[config.mk]
export PLATFORM = sky130hd
export DESIGN_NAME = frame_scheduler
export DESIGN_NICKNAME = d
export VERILOG_FILES = /design/src/rtl/frame_scheduler.sv
export SDC_FILE = /design/constraint.sdc
export NUM_CORES = 1
export LEC_CHECK = 0
export CAP_MARGIN = 20
export CORE_ASPECT_RATIO = 1.4
export CORE_MARGIN = 10
export CORE_UTILIZATION = 45
export CTS_CLUSTER_SIZE = 14
export DETAILED_ROUTE_END_ITERATION = 8
export PLACE_DENSITY = 0.78
export SLEW_MARGIN = 20
export SYNTH_ARGS = -nofsm -noshare
export SYNTH_HDL_FRONTEND = slang
export SYNTH_SLANG_ARGS = --single-unit
export TNS_END_PERCENT = 10
[constraint.sdc]
create_clock -name clk -period 9.2 [get_ports clk]
set_clock_uncertainty 0.1 [all_clocks]
set_input_delay 1.38 -clock clk [delete_from_list [all_inputs] [get_ports clk]]
set_output_delay 1.38 -clock clk [all_outputs]
set_load 0.02 [all_outputs]
[src/rtl/frame_scheduler.sv]
// frame_scheduler: sequences one rendered frame (clear, draw, drain, buffer swap) between the math pipeline pixel stream and the framebuffer write port.
// Latency: a pixel accepted in cycle N is presented on fb_wr in cycle N+1. The clear pass issues one write per cycle starting the cycle after frame_start.
// Backpressure: pixel_s_ready is low whenever a write is pending and fb_wr_ready is low. fb_wr_addr/fb_wr_data hold until the handshake. swap_req holds until swap_ack.
//
// Build option: FRAME_SCHED_CLEAR_EN
//   defined   -> frame_start enters CLEAR, which writes CLEAR_COLOR to every address before DRAW.
//   undefined -> frame_start enters DRAW directly, and the old buffer contents persist.
//
// Ports:
//   clk, rst                    single clock; synchronous active-high reset
//   frame_start, frame_end      one-cycle strobes from the command head
//   math_idle                   math pipeline holds no in-flight work
//   pixel_s_*                   rasterized pixel stream in (valid/ready, x, y, color)
//   fb_wr_*                     framebuffer write stream out (valid/ready, linear addr, data)
//   swap_req / swap_ack         buffer swap handshake with the display side
//   busy, frame_done            status: frame in progress, one-cycle pulse on swap completion
//   frame_count                 completed frames, wraps at 16 bits
module frame_scheduler #(
  parameter int                 BUFFER_WIDTH  = 160,
  parameter int                 BUFFER_HEIGHT = 120,
  parameter int                 COLOR_W       = 12,
  parameter logic [COLOR_W-1:0] CLEAR_COLOR   = 12'h000,
  localparam int                XW            = $clog2(BUFFER_WIDTH),
  localparam int                YW            = $clog2(BUFFER_HEIGHT),
  localparam int                ADDR_W        = $clog2(BUFFER_WIDTH*BUFFER_HEIGHT)
) (
  input  logic               clk,
  input  logic               rst,
  input  logic               frame_start,
  input  logic               frame_end,
  input  logic               math_idle,
  input  logic               pixel_s_valid,
  output logic               pixel_s_ready,
  input  logic [XW-1:0]      pixel_s_x,
  input  logic [YW-1:0]      pixel_s_y,
  input  logic [COLOR_W-1:0] pixel_s_color,
  output logic               fb_wr_valid,
  input  logic               fb_wr_ready,
  output logic [ADDR_W-1:0]  fb_wr_addr,
  output logic [COLOR_W-1:0] fb_wr_data,
  output logic               swap_req,
  input  logic               swap_ack,
  output logic               busy,
  output logic               frame_done,
  output logic [15:0]        frame_count
);

  typedef enum logic [2:0] {
    IDLE  = 3'd0,
    CLEAR = 3'd1,
    DRAW  = 3'd2,
    DRAIN = 3'd3,
    SWAP  = 3'd4
  } state_t;

  localparam logic [ADDR_W-1:0] WIDTH_A = ADDR_W'(BUFFER_WIDTH);

  state_t state;
  logic   end_seen;
  logic   accepting;   // DRAW or DRAIN: the pixel stream may be admitted

  logic              pix_acc;
  logic              pix_in_range;
  logic [ADDR_W-1:0] pix_addr;

  // Ready only frees up when the output register is empty or draining this cycle.
  assign pixel_s_ready = accepting && (!fb_wr_valid || fb_wr_ready);
  assign pix_acc       = pixel_s_valid && pixel_s_ready;

  // Coordinates are $clog2 wide, so out-of-range values exist only for non-power-of-two sizes.
  assign pix_in_range = (32'(pixel_s_x) < 32'(BUFFER_WIDTH)) &&
                        (32'(pixel_s_y) < 32'(BUFFER_HEIGHT));

  // For in-range pixels, y*W+x < W*H, so the result fits in ADDR_W bits.
  assign pix_addr = ADDR_W'(pixel_s_y) * WIDTH_A + ADDR_W'(pixel_s_x);

`ifdef FRAME_SCHED_CLEAR_EN
  localparam logic [ADDR_W-1:0] LAST_ADDR = ADDR_W'(BUFFER_WIDTH*BUFFER_HEIGHT - 1);
`else
  logic unused_clear_color;
  assign unused_clear_color = ^CLEAR_COLOR;
`endif

  always_ff @(posedge clk) begin
    if (rst) begin
      state       <= IDLE;
      end_seen    <= 1'b0;
      accepting   <= 1'b0;
      fb_wr_valid <= 1'b0;
      fb_wr_addr  <= '0;
      fb_wr_data  <= '0;
      swap_req    <= 1'b0;
      busy        <= 1'b0;
      frame_done  <= 1'b0;
      frame_count <= 16'd0;
    end else begin
      frame_done <= 1'b0;

      case (state)
        IDLE: begin
          if (frame_start) begin
            busy     <= 1'b1;
            end_seen <= 1'b0;
`ifdef FRAME_SCHED_CLEAR_EN
            // fb_wr_addr doubles as the clear counter.
            state       <= CLEAR;
            fb_wr_valid <= 1'b1;
            fb_wr_addr  <= '0;
            fb_wr_data  <= CLEAR_COLOR;
`else
            state     <= DRAW;
            accepting <= 1'b1;
`endif
          end
        end

`ifdef FRAME_SCHED_CLEAR_EN
        CLEAR: begin
          // A frame_end that arrives during the clear is remembered until DRAW.
          if (frame_end) end_seen <= 1'b1;
          // fb_wr_valid is held high for the whole clear, so ready alone is the handshake.
          if (fb_wr_ready) begin
            if (fb_wr_addr == LAST_ADDR) begin
              state       <= DRAW;
              accepting   <= 1'b1;
              fb_wr_valid <= 1'b0;
            end else begin
              fb_wr_addr <= fb_wr_addr + 1'b1;
            end
          end
        end
`endif

        DRAW, DRAIN: begin
          if (fb_wr_valid && fb_wr_ready) fb_wr_valid <= 1'b0;
          // Out-of-range pixels are consumed from the stream but produce no write.
          if (pix_acc && pix_in_range) begin
            fb_wr_valid <= 1'b1;
            fb_wr_addr  <= pix_addr;
            fb_wr_data  <= pixel_s_color;
          end

          if (state == DRAW) begin
            if (frame_end) end_seen <= 1'b1;
            if (end_seen)  state    <= DRAIN;
          end else if (math_idle && !pixel_s_valid && !fb_wr_valid) begin
            // Nothing upstream, nothing on the stream, nothing pending: the frame is complete.
            state     <= SWAP;
            accepting <= 1'b0;
            swap_req  <= 1'b1;
          end
        end

        SWAP: begin
          if (swap_ack) begin
            state       <= IDLE;
            swap_req    <= 1'b0;
            busy        <= 1'b0;
            frame_done  <= 1'b1;
            frame_count <= frame_count + 16'd1;
          end
        end

        default: begin
          state       <= IDLE;
          accepting   <= 1'b0;
          fb_wr_valid <= 1'b0;
          swap_req    <= 1'b0;
          busy        <= 1'b0;
        end
      endcase
    end
  end

endmodule

Word level (Yosys, flattened, before mapping) --
Cells that the tools add are included.
Storage, ports and cells: logic and storage cells 77, bits in registers 52, input port bits 35
Operators by class: $mul 1, muxes and demuxes 23, equal/unequal tests 12, bitwise gates (word level) 4, add/sub/neg operators 2, order comparisons 2, reduce and logical (&&, ||, !) cells 23
Operator list (number):
- $add A16 B1 Y16 const B | 1
- $reduce_and A4 Y1 | 4
- $add A15 B8 Y15 | 1
- $mux W3 | 5
- $mux W1 | 12
- $ne A2 B2 Y1 const B | 6
- $mul A7 B3 Y10 const B | 1
- $ne A3 B3 Y1 const B | 3
- $pmux W1 S3 | 3
- $pmux W3 S3 | 1
- $lt A8 B8 Y1 const B | 1
- $logic_and A1 B1 Y1 | 7
- $lt A7 B7 Y1 const B | 1
- $eq A3 B2 Y1 const B | 2
- $reduce_and A2 Y1 | 3
- $reduce_or A2 Y1 | 3
- $not A1 Y1 | 4
- $pmux W1 S2 | 2
- $eq A3 B3 Y1 const B | 1
- $logic_not A3 Y1 | 1
- $reduce_and A3 Y1 | 1
- $logic_not A1 Y1 | 2
- $reduce_bool A2 Y1 | 1
- $logic_or A1 B1 Y1 | 1

Logic depth before layout (Yosys ltp) --
Gate-level depths: netlist of run 1.
word-level depth 7, depth in mapped cells 9

Least setup slack after synthesis of run 1 --
Ideal clock, no wire load.
path kind input port to flip-flop, start in pixel_s_y[1], end reg fb_wr_addr[14], path buffers 0, stages on the path 9, slack 5.161 ns, library setup time 0.088 ns, required time 9.012 ns, data arrival time 3.851 ns, cell sequence ha_1 > ha_1 > inv_1 > fa_1 > xor2_1 > or3b_4 > or3_1 > or4b_1 > a311oi_2
Between the ends: longest elaborated chain between the ends 4, elaborated cells on any way between the ends 6, those cells by class 1 x add/sub; 1 x mul; 1 x order compare; 3 x reduce/logical
RTL lines:
- from (decl) | RTL line 35 | input logic [YW-1:0] pixel_s_y,
- branches (longest 4 deep; another with $add A15 B8 Y15)
- to (signal assigned) | RTL line 139 | fb_wr_addr <= pix_addr;
- to (decl) | RTL line 39 | output logic [ADDR_W-1:0] fb_wr_addr,
Several ways; the timed one is not identified. A chain may end at the register's enable or synchronous reset.

Final worst setup path of run 1 --
start in pixel_s_y[3], end reg fb_wr_addr[14]
The elaborated chain is that of the path after synthesis.

==> impl_results.md, run 1 <==
- Post-synth EDFFs: 0
- Hold WS: 0.391 ns
- VDD IR max: 0.0000790 V
- CP endpoint kind: flop
- Vias/cell: 5.32
- Antenna violations before repair: 0
- Syn-to-layout area delta: 36.9%
- Type of the worst setup path: input pin to flop
- Synth Area in Compound Gates: 11.3%
- Placement Setup Slack: 4.52 ns
- Xor/xnor share of the synthesized area: 6.81%
- Startpoint types: input pin
- PD cells: 135 nW/um^2
- Clock H-tree levels: 2
- Sequential-to-total area share from yosys stat: 40.5%
- Post-synthesis adder-cell area fraction: 8.37%
- Worst Path Required: 9.30 ns
- Clk root buf: clkbuf_8
- Post-cts gate resize count: 0
- Peak fanout along the critical path: 3
- Final worst-path setup slack: 4.85 ns
- Vias: 2281
- # setup viols final: 0
- Skew-Pair Late Insertion Delay: 0.29 ns
- Chip height: 109 um
- DIE WIDTH: 83.9 um
- Port bufs: 82
- Worst R2R Start: state[1]
- Avg Inst Size Synth: 8.99 um^2
- CP cell instances: clkdlybuf4s50_1, ha_1, ha_1, inv_1, fa_1, xor2_1, or3b_4, or3_1, or4b_1, a311oi_2
- GRT overflow: 0
- Final core utilization: 63.7%
- CTS clk-pin slew, worst paths: 0.09 ns
- YS warnings: 0
- Row count: 32
- Synth area leader: dfxtp_1
- Final min period: 4.35 ns
- Top cell type's share of synthesized area: 40.5%
- FF-to-FF End: fb_wr_data[8]
- First-pass GRT wire length: 10.8 mm
- Final hold violations: 0
- RePlAce Congestion: 0.832
- Count of cell types in the netlist: 45
- Worst Hold Depth: 2
- Async SR Flop Fraction: 0%
- Total CTS buffers: 5
- Hold Path Origin: swap_req
- Ranking of synthesized cells by area: dfxtp_1 40%, mux2i_1 8.6%, nor2_1 7.6%
- Setup_tns: 0 ns
- DRT Pass-1 Iters: 5
- Hold_buf cts: 0
- Slowest stage cell, crit path: or4b_1
- I/O pins: 83
- CP arrival: 4.45 ns
- Max Clk Rate: 230 MHz
- Post-synthesis mux area share: 8.56%
- Post-Synthesis Net Count: 337
- Max Slew Vio Count: 0
- Layout cell share with drive strength beyond 1: 3.32%
- Remaining antenna violation count: 0
- Top FF cell, synth: dfxtp_1
- Worst stage delay on the critical path: 0.49 ns
- Critical path's most frequent cell: ha_1
- DP Wirelength: 5.20 mm
- CTS max path bufs: 2
- # diodes: 0
- Synth Area in Simple Gates: 20.2%
- DRT Wirelength: 6.60 mm
- Synthesized area: 2570 um^2
- DR DRC count: 0
- Max_cap viols: 0
- Clock sinks: 52
- Final worst path period share: 47.3%
- LEAKAGE: 1.26 nW
- Post-CTS setup buffers: 0
- Core Region: 5530 um^2
- Rel. slew slack: 36.1%
- #FFs+latches synth: 52
- Fillers: 515
- Status: complete, no violations
- Vias in the first global route: 2278
- Global Route Usage Sum: 13.7%
- Starting Density: 46.5%
- Largest family of logic cells by synthesized area: simple AND/OR/NAND/NOR gates
- CTS tree: built
- Avg WL per Cell: 15.4 um
- Unrepaired setup endpoints after global routing: no
- Final #Nets: 413
- Pin count of the biggest net entering global routing: 53
- Hold WC Path Type: flop to flop
- Worst-Margin Slew: 0.959 ns
- Post-Syn Instances: 286
- FF-to-FF setup slack: 6.72 ns
- Worst hold endpoint: swap_req
- R2R depth: 5
- Initial DRC count: 91
- DIE AREA: 9180 um^2
## sequential cells by signal (all words and copies together) (netlist names)
| name | flops |
|---|---|
| state | 3 |
| fb_wr_valid | 1 |
| frame_done | 1 |
| swap_req | 1 |
| end_seen | 1 |
| fb_wr_data | 12 |
| busy | 1 |
| fb_wr_addr | 15 |
| accepting | 1 |
| frame_count | 16 |
## metrics by stage
step | cells | power, W | cell area [um^2]
floorplan | 286 | 0.000298 | 2570
global placement | 423 | 0.000331 | 3420
detailed placement | 423 | 0.000334 | 3420
CTS | 429 | 0.000482 | 3520
global route | 429 | 0.000500 | 3520
finish | 429 | 0.000476 | 3520
## worst max-delay path by stage
stage | startpoint | endpoint | slack (ns) | cells after the start
floorplan | pixel_s_y[1] | fb_wr_addr[14] | 5.16 | 9
global placement | pixel_s_y[1] | fb_wr_addr[14] | 4.63 | 10
detailed placement | pixel_s_y[3] | fb_wr_addr[14] | 4.52 | 10
CTS | pixel_s_y[3] | fb_wr_addr[14] | 4.83 | 10
global route | pixel_s_y[3] | fb_wr_addr[14] | 4.75 | 10
finish | pixel_s_y[3] | fb_wr_addr[14] | 4.85 | 10
## power by group
group          switching, W  internal (W)  total [W]
registers        0.00000599      0.000231   0.000237
logic             0.0000456     0.0000462  0.0000918
clock network     0.0000689     0.0000782   0.000147
total              0.000121      0.000355   0.000476
## Yosys cell counts (6+ instances only)
cell	count
dfxtp_1	52
nor2_1	52
mux2i_1	22
ha_1	14
a21oi_1	13
inv_1	13
xnor2_1	10
xor2_1	10
clkbuf_1	9
nand2_1	9
nand4_1	8
o21ai_0	8
nor2b_1	6
## cells by family (layout without fill, tap and decap cells)
family	Yosys count	after routing
DFF	52	52
adders and majority gates	16	16
AOI/OAI and AO/OA	43	43
and+or+nand+nor	106	106
muxes	22	22
xor gates and xnor gates	20	20
buffers and inverters	27	102
## placed cells by master, fill, tap and decap left out, drive strengths merged, types with 2 or more instances in the layout
cell type	synthesis	routed
nor2b	6	6
a21o	2	2
nor4	4	4
nand4	8	8
o21ai	8	8
a22oi	2	2
clkdlybuf4s50	0	81
buf	5	2
clkbuf	9	5
a311oi	2	2
xnor2	10	10
or3	4	4
o2bb2ai	2	2
xor2	10	10
dfxtp	52	52
a211oi	5	5
nor2	52	52
inv	13	13
and3	4	4
nand3	5	5
a21oi	13	13
fa	2	2
nor3	3	3
ha	14	14
mux2i	22	22
nand2	9	9
nor3b	2	2
## per-layer routing
layer  share of wire, %  up-vias  track usage, %
li1                   -     1143               -
met1                 41     1064            14.5
met2                 52       66            26.1
met3                5.3        8            3.70
met4                1.3        0            3.96
met5                  0        -               0
## critical path: cells and delay by family
kind / cells / cell delay, ns
buf+inv: 2 / 0.51
xor+xnor: 1 / 0.18
fa+ha+maj: 3 / 0.86
simple gates: 3 / 1.28
compound gates: 1 / 0.24
## final cells by class
class                      instances  area [um^2]  share of cell area, %
clock inverter                     1         30.0                  0.853
clock buffer                       5         68.8                   1.95
sequential                        52         1040                   29.6
multi-input combinational        207         1420                   40.4
tap                               68         85.1                   2.42
timing repair buffer              83          823                   23.4
inverter                          13         48.8                   1.39
No activity file was read; power rests on OpenSTA's default activity.
==> run 2: changes to the inputs <==
--- a/config.mk
+++ b/config.mk
@@ -8,10 +8,10 @@
 export CAP_MARGIN = 20
 export CORE_ASPECT_RATIO = 1.4
 export CORE_MARGIN = 10
-export CORE_UTILIZATION = 45
+export CORE_UTILIZATION = 42
 export CTS_CLUSTER_SIZE = 14
 export DETAILED_ROUTE_END_ITERATION = 8
-export PLACE_DENSITY = 0.78
+export PLACE_DENSITY = 0.77
 export SLEW_MARGIN = 20
 export SYNTH_ARGS = -nofsm -noshare
 export SYNTH_HDL_FRONTEND = slang
==> constraint.sdc (replaced) <==
create_clock -name clk -period 3.5 [get_ports clk]
set_clock_uncertainty 0.1 [all_clocks]
set_input_delay 0.525 -clock clk [delete_from_list [all_inputs] [get_ports clk]]
set_output_delay 0.525 -clock clk [all_outputs]
set_load 0.02 [all_outputs]
==> run 2 against run 1 <==
Effect of this change:
- clock power is 140% higher
- final cell count is 3.3% higher
- sequential share of layout area is 0.71 points lower
- critical path type unchanged
- largest cell class unchanged
- final area is 2.5% higher
==> impl_results.md, run 2 (synthesis results as in run 1) <==
- Placement Setup Slack: -0.260 ns
- Remaining antenna violation count: 0
- Inst Count DP: 436
- Worst Path Required: 3.61 ns
- DR DRC count: 0
- Total power: 0.00123 W
- Pin count of the biggest net entering global routing: 53
- CTS tree: built
- Initial DRC count: 93
- Hold WC Path Type: flop to flop
- CP arrival: 3.48 ns
- Layout cell share with drive strength beyond 1: 6.97%
- Net Sw Frac: 26.9%
- Worst R2R Start: state[1]
- Hold WS: 0.390 ns
- Max_cap viols: 0
- CP endpoint kind: flop
- Worst-Margin Slew: 0.970 ns
- Rel. slew slack: 35.3%
- Avg WL per Cell: 14.8 um
- Core Region: 5900 um^2
- Slowest stage cell, crit path: or4b_1
- Max Slew Vio Count: 0
- DIE AREA: 9700 um^2
- Logic pwr share: 21.0%
- Syn-to-layout area delta: 40.3%
- Most frequent cells in the layout: 81 x clkdlybuf4s50_1, 52 x nor2_1, 52 x dfxtp_1
- Critical path's most frequent cell: ha_1
- Max reg flops: 16
- Post-CTS setup buffers: 0
- # diodes: 0
- Startpoint types: input pin
- Sequential Power Share: 50.5%
- Type of the worst setup path: input pin to flop
- Final core utilization: 61.1%
- Hold Path Origin: swap_req
- Antenna violations before repair: 0
- Crit path buffers/inverters: 2
- Final worst-path setup slack: 0.126 ns
- Clock H-tree levels: 2
- # setup viols final: 0
- Largest regs: frame_count x16, fb_wr_addr x15, fb_wr_data x12
- RePlAce Congestion: 0.823
- Max Clk Rate: 296 MHz
- Unrepaired setup endpoints after global routing: no
- PD cells: 342 nW/um^2
- GRT overflow: 0
- LEAKAGE: 1.31 nW
- Clock power frac: 28.5%
- Switching pwr: 0.000331 W
- I/O pins: 83
- Final #Nets: 424
- R2R depth: 5
- Fillers: 524
- Chip height: 113 um
- Clock sinks: 52
- Vias in the first global route: 2402
- First-pass GRT wire length: 11.3 mm
- CTS clk-pin slew, worst paths: 0.09 ns
- Final min period: 3.37 ns
- Total CTS buffers: 5
- Vias/cell: 5.23
- CP Capture Point: fb_wr_addr[14]
- Reg with most FFs: frame_count
- Layout Cells excl Fill: 443
- Worst stage delay on the critical path: 0.49 ns
- CP top delay family: simple AND/OR/NAND/NOR gates
- Row count: 33
- Cell internal pwr: 0.000902 W
- DIE WIDTH: 86.1 um
- Final hold violations: 0
- FF-to-FF End: fb_wr_addr[13]
- Setup crit start: pixel_s_y[1]
- Final worst path period share: 96.4%
- Peak fanout along the critical path: 3
- DP Wirelength: 5.04 mm
- Vias: 2319
- DRT Pass-1 Iters: 4
- DRT Wirelength: 6.56 mm
- VDD IR max: 0.000160 V
- Clk root buf: clkbuf_8
- Skew-Pair Late Insertion Delay: 0.30 ns
- Starting Density: 43.5%
- WP depth: 10
- CP cell instances: clkdlybuf4s50_1, ha_1, ha_1, inv_1, fa_2, xor2_1, or3b_4, or3_1, or4b_1, a311oi_2
- CTS max path bufs: 2
- Commonest non-fill, non-tap cell in the layout: clkdlybuf4s50_1
- Global Route Usage Sum: 13.7%
- Status: complete, no violations
- FF-to-FF setup slack: 1.06 ns
- Port bufs: 82
- Area used by multi-input combinational logic: 1430 um^2
- Area occupied by registers: 1040 um^2
-- run 2: worst min-delay path: cells and delay by family (launching register included) --
kind	cells	cell delay, ns
compound gates	2	0.12
flops	1	0.32
-- run 2: power by group through the flow --
stage               combinational (W)  sequential [W]  clock [W]
floorplan                    0.000147        0.000637          0
global placement             0.000254        0.000635          0
detailed placement           0.000258        0.000636          0
CTS                          0.000259        0.000622   0.000363
global route                 0.000289        0.000625   0.000390
finish                       0.000259        0.000622   0.000352
-- run 2: area by class of cell --
cell class / instances / area share [%]
Multi-Input combinational cell: 207 / 39.7
Tap cell: 70 / 2.43
Clock inverter: 1 / 0.243
Timing Repair Buffer: 94 / 25.1
Inverter: 13 / 1.35
Sequential cell: 52 / 28.9
Clock buffer: 6 / 2.29
-- run 2: worst min path at each step --
stage | cells after the start | slack, ns | to
finish | 2 | 0.39 | swap_req
global route | 2 | 0.43 | fb_wr_addr[8]
CTS | 2 | 0.39 | swap_req
detailed placement | 2 | 0.38 | swap_req
global placement | 2 | 0.37 | fb_wr_data[0]
floorplan | 2 | 0.39 | end_seen
-- run 2: metal layers --
layer / wire length (um) / part of all wire, % / track usage (%) / vias to the layer above
met5: 0 / 0 / 0 / -
met4: 106 / 1.6 / 4.85 / 0
met3: 523 / 8.0 / 5.21 / 8
met2: 3350 / 51 / 23.5 / 65
met1: 2590 / 39 / 14.7 / 1083
li1: - / - / - / 1163
-- run 2: what timing repair did --
action / CTS / global route
resized for setup: 0 / 2
setup endpoints to repair: 0 / 2
hold buffers: 0 / 0
-- run 2: stage by stage --
| step | area, um^2 | setup TNS, ns |
|---|---|---|
| 6_report | 3610 | 0 |
| 5_1_grt | 3610 | 0 |
| 3_5_place_dp | 3510 | -0.479 |
| 2_1_floorplan | 2570 | 0 |
| 3_3_place_gp | 3510 | -0.253 |
| 4_1_cts | 3600 | 0 |
